### src/rtl/mult_datapath_if.sv
// -----------------------------------------------------------------------------
// mult_datapath_if
// Command/status bundle between the multiplier control FSM and its datapath.
//   S            : 8-bit switch operand (multiplier on load, multiplicand on Clear_A)
//   ClearA_LoadB : clear A/X, load B from S
//   Clear_A      : clear A/X, snapshot S as multiplicand
//   Adder_en_A/X : write adder sum[7:0] to A / sum[8] to X
//   Adder_en_B   : reserved, ignored by the datapath
//   Sub_Add      : 1 = subtract multiplicand, 0 = add
//   ShiftA/B/X   : per-register arithmetic right shift enables
//   M            : current multiplier LSB (B[0]) back to the FSM
//   Aval/Bval/Xval : register contents for display
// The master modport is the control unit; the slave modport is the datapath.
// -----------------------------------------------------------------------------
interface mult_datapath_if;
    logic [7:0] S;
    logic       ClearA_LoadB;
    logic       Clear_A;
    logic       Adder_en_A;
    logic       Adder_en_X;
    logic       Adder_en_B;
    logic       Sub_Add;
    logic       ShiftA;
    logic       ShiftB;
    logic       ShiftX;
    logic       M;
    logic [7:0] Aval;
    logic [7:0] Bval;
    logic       Xval;

    modport master (
        output S, ClearA_LoadB, Clear_A, Adder_en_A, Adder_en_X, Adder_en_B,
               Sub_Add, ShiftA, ShiftB, ShiftX,
        input  M, Aval, Bval, Xval
    );

    modport slave (
        input  S, ClearA_LoadB, Clear_A, Adder_en_A, Adder_en_X, Adder_en_B,
               Sub_Add, ShiftA, ShiftB, ShiftX,
        output M, Aval, Bval, Xval
    );
endinterface

### src/rtl/mult_datapath.sv
// -----------------------------------------------------------------------------
// mult_datapath
// Register/arithmetic datapath of the 8-bit signed shift-add multiplier.
// Holds the product X:A:B plus a multiplicand snapshot (Sreg) and executes one
// command class per rising edge: load, clear, add/subtract, or shift.
//   Clk   : system clock, rising edge
//   Reset : asynchronous, active-high; zeroes A, B, X and Sreg
//   bus   : mult_datapath_if.slave (commands in; M, Aval, Bval, Xval out)
// -----------------------------------------------------------------------------
module mult_datapath (
    input  logic             Clk,
    input  logic             Reset,
    mult_datapath_if.slave   bus
);

    typedef enum logic [2:0] {
        OP_LOAD_B,
        OP_CLEAR_A,
        OP_ADD,
        OP_SHIFT,
        OP_HOLD
    } op_e;

    logic [7:0] a_reg;
    logic [7:0] b_reg;
    logic       x_reg;
    logic [7:0] s_reg;

    logic [8:0] operand;
    logic [8:0] sum;
    op_e        op;

    // The reserved B enable has no effect on this datapath.
    logic unused_adder_en_b;
    assign unused_adder_en_b = bus.Adder_en_B;

    // Sign-extended 9-bit adder; subtraction is add of the inverted operand
    // plus one. The operand is always the snapshot, never the live switches.
    always_comb begin
        operand = {s_reg[7], s_reg} ^ {9{bus.Sub_Add}};
        sum     = {a_reg[7], a_reg} + operand + {8'd0, bus.Sub_Add};
    end

    // Decode the single command class that acts on this edge.
    always_comb begin
        // NOTE: default first so every path assigns op and no latch is inferred.
        op = OP_HOLD;
        if (bus.ClearA_LoadB)
            op = OP_LOAD_B;
        else if (bus.Clear_A)
            op = OP_CLEAR_A;
        else if (bus.Adder_en_A || bus.Adder_en_X)
            op = OP_ADD;
        else if (bus.ShiftA || bus.ShiftB || bus.ShiftX)
            op = OP_SHIFT;
    end

    always_ff @(posedge Clk or posedge Reset) begin
        if (Reset) begin
            a_reg <= 8'h00;
            b_reg <= 8'h00;
            x_reg <= 1'b0;
            s_reg <= 8'h00;
        end else begin
            // NOTE: non-blocking so every shift below sees the pre-edge values
            // of its neighbours (A[0] into B, X into A).
            unique case (op)
                OP_LOAD_B: begin
                    a_reg <= 8'h00;
                    x_reg <= 1'b0;
                    b_reg <= bus.S;
                end
                OP_CLEAR_A: begin
                    a_reg <= 8'h00;
                    x_reg <= 1'b0;
                    s_reg <= bus.S;
                end
                OP_ADD: begin
                    if (bus.Adder_en_A) a_reg <= sum[7:0];
                    if (bus.Adder_en_X) x_reg <= sum[8];
                end
                OP_SHIFT: begin
                    // X is the sign bit of the product, so its shift keeps it.
                    if (bus.ShiftX) x_reg <= x_reg;
                    if (bus.ShiftA) a_reg <= {x_reg, a_reg[7:1]};
                    if (bus.ShiftB) b_reg <= {a_reg[0], b_reg[7:1]};
                end
                default: ;
            endcase
        end
    end

    assign bus.M    = b_reg[0];
    assign bus.Aval = a_reg;
    assign bus.Bval = b_reg;
    assign bus.Xval = x_reg;

endmodule
### src/flat_wrapper.sv
// flat-port wrapper written by rule: the top's interface ports become plain ports
module mult_datapath_flat 
  (Clk, Reset, bus_S, bus_ClearA_LoadB, bus_Clear_A, bus_Adder_en_A, bus_Adder_en_X, bus_Adder_en_B, bus_Sub_Add, bus_ShiftA, bus_ShiftB, bus_ShiftX, bus_M, bus_Aval, bus_Bval, bus_Xval);
  mult_datapath_if bus_i ();
  input  logic Clk;
  input  logic Reset;
  input wire logic [$bits(bus_i.S)-1:0] bus_S;
  input wire logic [$bits(bus_i.ClearA_LoadB)-1:0] bus_ClearA_LoadB;
  input wire logic [$bits(bus_i.Clear_A)-1:0] bus_Clear_A;
  input wire logic [$bits(bus_i.Adder_en_A)-1:0] bus_Adder_en_A;
  input wire logic [$bits(bus_i.Adder_en_X)-1:0] bus_Adder_en_X;
  input wire logic [$bits(bus_i.Adder_en_B)-1:0] bus_Adder_en_B;
  input wire logic [$bits(bus_i.Sub_Add)-1:0] bus_Sub_Add;
  input wire logic [$bits(bus_i.ShiftA)-1:0] bus_ShiftA;
  input wire logic [$bits(bus_i.ShiftB)-1:0] bus_ShiftB;
  input wire logic [$bits(bus_i.ShiftX)-1:0] bus_ShiftX;
  output wire logic [$bits(bus_i.M)-1:0] bus_M;
  output wire logic [$bits(bus_i.Aval)-1:0] bus_Aval;
  output wire logic [$bits(bus_i.Bval)-1:0] bus_Bval;
  output wire logic [$bits(bus_i.Xval)-1:0] bus_Xval;
  assign bus_i.S = bus_S;
  assign bus_i.ClearA_LoadB = bus_ClearA_LoadB;
  assign bus_i.Clear_A = bus_Clear_A;
  assign bus_i.Adder_en_A = bus_Adder_en_A;
  assign bus_i.Adder_en_X = bus_Adder_en_X;
  assign bus_i.Adder_en_B = bus_Adder_en_B;
  assign bus_i.Sub_Add = bus_Sub_Add;
  assign bus_i.ShiftA = bus_ShiftA;
  assign bus_i.ShiftB = bus_ShiftB;
  assign bus_i.ShiftX = bus_ShiftX;
  assign bus_M = bus_i.M;
  assign bus_Aval = bus_i.Aval;
  assign bus_Bval = bus_i.Bval;
  assign bus_Xval = bus_i.Xval;
  mult_datapath u_core (.Clk(Clk), .Reset(Reset), .bus(bus_i));
endmodule
### config.mk
export PLATFORM = sky130hd
export DESIGN_NAME = mult_datapath_flat
export DESIGN_NICKNAME = d
export VERILOG_FILES = /design/src/rtl/mult_datapath_if.sv /design/src/rtl/mult_datapath.sv /design/src/flat_wrapper.sv
export SDC_FILE = /design/constraint.sdc
export NUM_CORES = 1
export LEC_CHECK = 0
export ABC_AREA = 1
export CELL_PAD_IN_SITES_DETAIL_PLACEMENT = 1
export CELL_PAD_IN_SITES_GLOBAL_PLACEMENT = 1
export CORE_ASPECT_RATIO = 0.5
export CORE_MARGIN = 4
export CORE_UTILIZATION = 36
export DETAILED_ROUTE_END_ITERATION = 16
export GPL_TIMING_DRIVEN = 0
export PLACE_DENSITY = 0.76
export RECOVER_POWER = 25
export SLEW_MARGIN = 25
export SYNTH_ARGS = -nofsm -noshare
export SYNTH_HDL_FRONTEND = slang
export SYNTH_SLANG_ARGS = --single-unit
### constraint.sdc
create_clock -name Clk -period 2.26 [get_ports Clk]
set_input_delay 0.678 -clock Clk [delete_from_list [all_inputs] [get_ports Clk]]
set_output_delay 0.678 -clock Clk [all_outputs]
set_load 0.05 [all_outputs]
# After elaboration in Yosys (flattened, before gate mapping)
# Index checks and enable logic that the tools add are counted.
[totals]
output_inout_bits = 18
reg_bits = 25
[op_classes]
bitwise = 1
eq_ne = 7
n_reduce_logical = 11
addsub = 2
mux = 11
[ops]
columns = ["operator", "n"]
rows = [
  ["$mux 8", 3],
  ["$pmux 8 s3", 1],
  ["$pmux 8 s2", 1],
  ["$mux 3", 4],
  ["$add 9x1->9", 1],
  ["$add 9x9->9", 1],
  ["$xor 9x9->9", 1],
  ["$ne 2x2->1 const B", 4],
  ["$eq 3x2->1 const B", 2],
  ["$reduce_and 2->1", 2],
  ["$reduce_bool 2->1", 2],
  ["$eq 3x1->1 const B", 1],
  ["$logic_not 3->1", 1],
  ["$logic_or 1x1->1", 3],
  ["$reduce_and 3->1", 1],
  ["$reduce_bool 3->1", 1],
  ["$pmux 1 s2", 1],
  ["$reduce_or 2->1", 1],
  ["$mux 1", 1],
]

# Depth between registers and ports, before layout
# Gate-level depths: netlist of the first run.
[depth]
depth_word = 10
ltp_mapped = 15

# Worst setup path before layout of the first run
# Ideal clock, no wire load.
[synth_path]
kind = "input -> register"
from = "in bus_Sub_Add"
to = "reg u_core.a_reg[6], in the netlist u_core.bus.Aval[6]"
setup_slack_ps = 153
n_path_buf = 1
t_arrival_ps = 1989
t_required_ps = 2142
path_stages = 13
path_cell_list = "buf_4 > xnor2_1 > fa_1 > inv_1 > nand3_1 > nand2_1 > nand3_1 > nand2_1 > nand2_1 > nand3_1 > nand2_1 > nand2_1 > nand2_1"
[synth_between]
elab_chain_cells = 5
[synth_rtl]
columns = ["element", "line", "source"]
rows = [
  ["start: declaration", "flat_wrapper.sv:13", "input wire logic [$bits(bus_i.Sub_Add)-1:0] bus_Sub_Add;"],
  ["$xor 9x9->9", "mult_datapath.sv:40", "operand = {s_reg[7], s_reg} ^ {9{bus.Sub_Add}};"],
  ["$add 9x9->9", "mult_datapath.sv:41", "sum = {a_reg[7], a_reg} + operand + {8'd0, bus.Sub_Add};"],
  ["$add 9x1->9 (*)", "mult_datapath.sv:41", ""],
  ["$mux 8 (*)", "mult_datapath.sv:79", "if (bus.Adder_en_A) a_reg <= sum[7:0];"],
  ["$pmux 8 s3 (*)", "mult_datapath.sv:67", "unique case (op)"],
  ["end signal: assignment", "mult_datapath.sv:79", ""],
  ["end signal: assignment", "mult_datapath.sv:85", "if (bus.ShiftA) a_reg <= {x_reg, a_reg[7:1]};"],
  ["end: declaration", "mult_datapath.sv:24", "logic [7:0] a_reg;"],
]
# Every way passes the cells marked *; elsewhere a longest branch is shown, timed or not. The select of a mux whose other input is x is not followed.
# A chain may end at the register's enable or synchronous reset.

# Final worst setup path of the first run
[layout_path]
from = "reg u_core.a_reg[0], in the netlist u_core.bus.Aval[0]"
to = "out bus_Aval[0]"
[layout_lines]
columns = ["element", "line", "source"]
rows = [
  ["end: declaration", "flat_wrapper.sv:18", "output wire logic [$bits(bus_i.Aval)-1:0] bus_Aval;"],
]
# No word-level cell between the ends.

==> results.md, run 1 <==
- Outcome: finished clean
- Worst Setup Path Type: reg -> out
- Most frequent cells in the layout: nand2_1 (61), clkdlybuf4s50_1 (29), dfrtp_1 (25)
- Worst Min Path Start: u_core.s_reg[2]
- Power density cells: 694.7 nW/um^2
- Worst path cell trace: clkdlybuf4s50_1
- Initial antenna violation count: 0
- Sw Share: 0.4080
- DIE AREA: 5727 um^2
- CP required: 1.58 ns
- GP Congestion: 0.8181
- Gr busiest metal: met2
- Final Hold Fails: 0
- Critical path buffers and inverters: 1
- RSZ-0062 raised after global routing: no
- Pin count of the biggest net entering global routing: 26
- Vias in the first global route: 1571
- Die Height: 55.55 um
- Setup crit start: u_core.bus.Aval[0]
- VDD IR max: 0.2766 mV
- Dpl ws: -0.04623 ns
- Initial Utilization: 0.3947
- Max-cap violations: 0
- Top FF cell, synth: dfrtp_1
- CTS tree: yes
- P&R area growth vs syn: 28.75%
- Worst Tran Pin Value: 1.012 ns
- Period utilization: 0.9804
- Flops & latches, synth: 25
- Synthesized instance count: 200
- Logic pwr share: 0.416
- WL/cell: 14.92 um
- Synth Net Count: 229
- Startpoint Class: register
- Vias per cell: 4.938
- Initial DRC count: 62
- F_max: 451.3 MHz
- Fin crit period: 2.216 ns
- Num CTS Buffers: 3
- Worst Skew: 0.003516 ns
- Sequential share of the synthesized area: 0.3843
- Pint: 0.8618 mW
- Mean post-synth cell area: 8.139 um^2
- DR pass1 iterations: 4
- Slew Limit Fails: 0
- Slack of the critical path: 0.04424 ns
- Worst-path clk slew: 0.10 ns
- R2R Path End: u_core.bus.Aval[6]
- Congestion Overflow GR: 0
- R2r setup slk: 0.39 ns
- Grt met1 use: 0.2437
- # DRC: 0
- Hold-fix buffers at CTS: 0
- Sequential share of power: 0.378
- Ant diodes: 0
- FP Rows: 16
- H-tree depth: 1
- Final WL: 4358 um
- Hold_ws: 0.5376 ns
- GR Util met2: 0.2680
- Die Width: 103.1 um
- Reg2reg start: u_core.bus.Aval[0]
- Sw power: 0.5940 mW
- Max-slew headroom: 0.3249
- Global Route Usage Sum: 0.1694
- Critical Path End: bus_Aval[0]
- Clk network pwr share: 0.206
- Final net count: 268
- Post-Synthesis Cell Area: 1628 um^2
- Hold Crit Class: reg -> reg
- Setup crit end kind: output pin
- CP max-delay cell: clkdlybuf4s50_1
- Io pins: 37
- CP max stage delay: 0.83 ns
- Ys async rst share: 1.000
- Clk Latency, worst-skew pair: 0.28 ns
- Crit-path max FO: 4
- Core Region: 4124 um^2
- Clock Sink Count: 25
- I/O Buffers: 34
- CP arrival: 1.54 ns
- Synth Warn #: 0
- Total Power: 1.456 mW
- Delay-heaviest family, CP: buffers and inverters
- Fillers: 498
- First-pass GRT wire length: 7679 um
- Leak: 1.076 nW
- Share of layout cells above drive strength 1: 0.1303
- Reg2reg path depth: 14
- M3 GR Usage: 0.03392
- CP Depth: 1
- ANT nets after route: 0
- Detailed-route via count: 1442
- CTS Root Cell: clkbuf_8
- Max Root-Sink Buffers: 2
- Most common cell after layout, fill and taps aside: nand2_1
- EDFF count, synth: 0
- Post-synth cell types: 30
- DP HPWL: 3431 um
- Final setup violating endpoints: 0
-- through the flow --
step | area (um^2) | utilization | setup TNS, ns | instances
after floorplan | 1628 | - | 0 | 200
after global placement | 2036 | 0.4936 | 0 | 288
after detailed placement | 2036 | 0.4936 | -0.1028 | 288
after CTS | 2086 | 0.5058 | 0 | 292
after global routing | 2096 | 0.5082 | 0 | 292
final | 2096 | 0.5082 | 0 | 292
-- cell families (layout without fill, tap and decap cells) --
family | after synthesis | after routing | synth area share
AO/OA/AOI/OAI | 28 | 28 | 0.1068
XOR/XNOR | 8 | 8 | 0.04305
adder cells (fa/ha/maj) | 10 | 10 | 0.08148
buffers and inverters | 30 | 68 | 0.08685
flip-flops | 25 | 25 | 0.3843
multiplexers | 7 | 7 | 0.04843
AND/OR/NAND/NOR | 92 | 92 | 0.2490
-- worst min-delay path by stage --
stage	to	slack, ns	depth (start not counted)
after detailed placement	u_core.s_reg[6]	0.52	1
after floorplan	u_core.s_reg[2]	0.50	1
after global routing	u_core.s_reg[6]	0.55	1
after global placement	u_core.s_reg[2]	0.51	1
after CTS	u_core.s_reg[6]	0.54	1
final	u_core.s_reg[2]	0.54	1
-- cell type report --
cell class                 count  area [um^2]  area share
timing repair buffer          34        350.3      0.1672
clock buffer                   3        41.29     0.01970
inverter                      24        90.09     0.04299
tap                           54        67.56     0.03224
clock inverter                 1        8.758    0.004179
sequential                    25        625.6      0.2985
multi-input combinational    145        860.8      0.4107
buffer                         6        51.30     0.02448
-- power groups by stage --
| stage | registers, mW | clock network [mW] | logic (mW) |
|---|---|---|---|
| floorplan | 0.671 | 0 | 0.299 |
| global placement | 0.557 | 0 | 0.588 |
| detailed placement | 0.560 | 0 | 0.609 |
| CTS | 0.552 | 0.305 | 0.612 |
| global route | 0.561 | 0.331 | 0.674 |
| finish | 0.551 | 0.300 | 0.605 |
-- Yosys cell counts, types with 2 or more instances --
cell type / count / area share
dfrtp_1: 25 / 0.38
mux2_2: 7 / 0.048
o21ai_0: 7 / 0.022
a31oi_2: 2 / 0.015
xor2_1: 7 / 0.038
o22ai_1: 4 / 0.015
nor2_1: 12 / 0.028
buf_4: 2 / 0.0092
nor2_2: 2 / 0.0077
nand2_2: 3 / 0.012
buf_2: 2 / 0.0061
ha_1: 9 / 0.069
nand2_1: 61 / 0.14
inv_1: 21 / 0.048
nand3_1: 8 / 0.025
a21oi_1: 7 / 0.022
inv_2: 3 / 0.0069
a31oi_1: 6 / 0.023
-- per-layer routing --
layer  vias up  part of all wire
met1       696              0.51
met4         0            0.0076
met5         -                 0
met3         4             0.028
met2        23              0.46
li1        719                 -
-- repair_timing --
action | 4_1_cts | 5_1_grt
setup endpoints to repair | 0 | 4
setup buffers | 0 | 0
gates resized for setup | 0 | 4
Power figures use the tool's default switching activity.
==> run 2, diff against run 1 <==
- CORE_MARGIN: 4 -> 10
==> results.md, run 2 (synthesis results as in run 1) <==
- Ant diodes: 0
- CTS tree: yes
- Logic pwr share: 0.416
- WL/cell: 15.08 um
- DIE AREA: 7775 um^2
- Pint: 0.8613 mW
- Startpoint Class: register
- Post-Route Utilization: 0.4772
- Congestion Overflow GR: 0
- Period utilization: 0.9849
- Core Region: 4382 um^2
- Critical path buffers and inverters: 1
- VDD IR max: 0.3071 mV
- Share of layout cells above drive strength 1: 0.1303
- Max-cap violations: 0
- Detailed-route via count: 1423
- Setup crit end kind: output pin
- ANT nets after route: 0
- CP arrival: 1.55 ns
- Hold Path End: u_core.s_reg[7]
- Hold Crit Class: reg -> reg
- Fillers: 557
- CP max-delay cell: clkdlybuf4s50_1
- CP max stage delay: 0.84 ns
- Fin crit period: 2.226 ns
- Max Root-Sink Buffers: 2
- Initial Utilization: 0.3715
- Max-slew headroom: 0.3123
- Final Cell Area: 2091 um^2
- Reg2reg start: u_core.s_reg[1]
- Final Hold Fails: 0
- Pin count of the biggest net entering global routing: 26
- Most frequent cells in the layout: nand2_1 (61), clkdlybuf4s50_1 (31), dfrtp_1 (25)
- Worst Skew: 0.0009581 ns
- Die Height: 67.55 um
- # DRC: 0
- I/O Buffers: 34
- CP required: 1.58 ns
- Die Width: 115.1 um
- Worst Tran Pin Value: 1.030 ns
- Layout Cells excl Fill: 295
- Reg2reg path depth: 14
- Clk Latency, worst-skew pair: 0.28 ns
- Initial antenna violation count: 0
- P&R area growth vs syn: 28.44%
- Clk network pwr share: 0.205
- Initial DRC count: 30
- CTS Root Cell: clkbuf_8
- Hold_ws: 0.5346 ns
- First-pass GRT wire length: 7486 um
- Placed inst area: 2039 um^2
- Delay-heaviest family, CP: buffers and inverters
- F_max: 449.3 MHz
- Vias per cell: 4.824
- Leak: 1.036 nW
- Worst Setup Path Type: reg -> out
- FP Rows: 17
- DR pass1 iterations: 4
- Dpl cells: 291
- Most common cell after layout, fill and taps aside: nand2_1
- Io pins: 37
- Final net count: 268
- Global Route Usage Sum: 0.1182
- Sw power: 0.5913 mW
- Sw Share: 0.4070
- Num CTS Buffers: 3
- R2r setup slk: 0.40 ns
- Post-CTS Setup Inserts: 0
- Final setup violating endpoints: 0
- Outcome: finished clean
- Dpl ws: -0.06290 ns
- RSZ-0062 raised after global routing: no
- Final WL: 4450 um
- Hold Path Cell Cnt: 1
- GP Congestion: 0.8088
- Crit-path max FO: 4
- DP HPWL: 3502 um
- R2R Path End: u_core.bus.Aval[7]
- Vias in the first global route: 1525
- H-tree depth: 1
- Clock Sink Count: 25
- Slack of the critical path: 0.03409 ns
- Slew Limit Fails: 0
- Worst Min Path Start: u_core.s_reg[7]
- Power density cells: 694.8 nW/um^2
- Worst path cell trace: clkdlybuf4s50_1
- Worst-path clk slew: 0.10 ns
- Sequential share of power: 0.379
==> run 2: per-stage QoR <==
stage | TNS [ns] | power [mW]
floorplan | 0 | 0.9701
global placement | 0 | 1.151
detailed placement | -0.1044 | 1.166
CTS | 0 | 1.467
global route | 0 | 1.555
finish | 0 | 1.453
==> run 2: final cells by class <==
type / count / area, um^2 / share of cell area
sequential: 25 / 625.6 / 0.2992
clock buffer: 3 / 41.29 / 0.01975
buffer: 6 / 51.30 / 0.02454
timing repair buffer: 34 / 341.6 / 0.1634
clock inverter: 1 / 8.758 / 0.004189
inverter: 24 / 90.09 / 0.04309
multi-input combinational: 145 / 860.8 / 0.4117
tap: 57 / 71.32 / 0.03411
==> run 2: power groups by stage <==
stage / sequential (mW) / combinational, mW / clock [mW]
after floorplan: 0.671 / 0.299 / 0
after global placement: 0.557 / 0.594 / 0
after detailed placement: 0.559 / 0.606 / 0
after CTS: 0.551 / 0.610 / 0.306
after global routing: 0.558 / 0.673 / 0.325
final: 0.550 / 0.604 / 0.298
==> run 2: repair_timing <==
| action | CTS | global route |
|---|---|---|
| resized for setup | 1 | 1 |
| hold buffers | 0 | 0 |
| setup endpoints to repair | 1 | 1 |
==> run 2: per-layer routing <==
layer	global-route usage	vias to the layer above	wire length (um)
met4	0.01840	0	9
met3	0.02918	2	170
met5	0	-	0
met2	0.1983	18	2054
met1	0.1545	682	2216
li1	-	721	-
==> run 2: worst max-delay path by stage <==
stage                  startpoint                  to  slack [ns]  cells after the start
5_1_grt        u_core.bus.Aval[0]         bus_Aval[0]      0.0008                      1
2_1_floorplan         bus_Sub_Add  u_core.bus.Aval[6]        0.15                     13
3_5_place_dp          bus_Sub_Add  u_core.bus.Aval[7]       -0.06                     15
6_report       u_core.bus.Aval[5]         bus_Aval[5]        0.03                      1
4_1_cts        u_core.bus.Aval[6]         bus_Aval[6]        0.03                      1
3_3_place_gp          bus_Sub_Add  u_core.bus.Aval[7]       0.008                     15
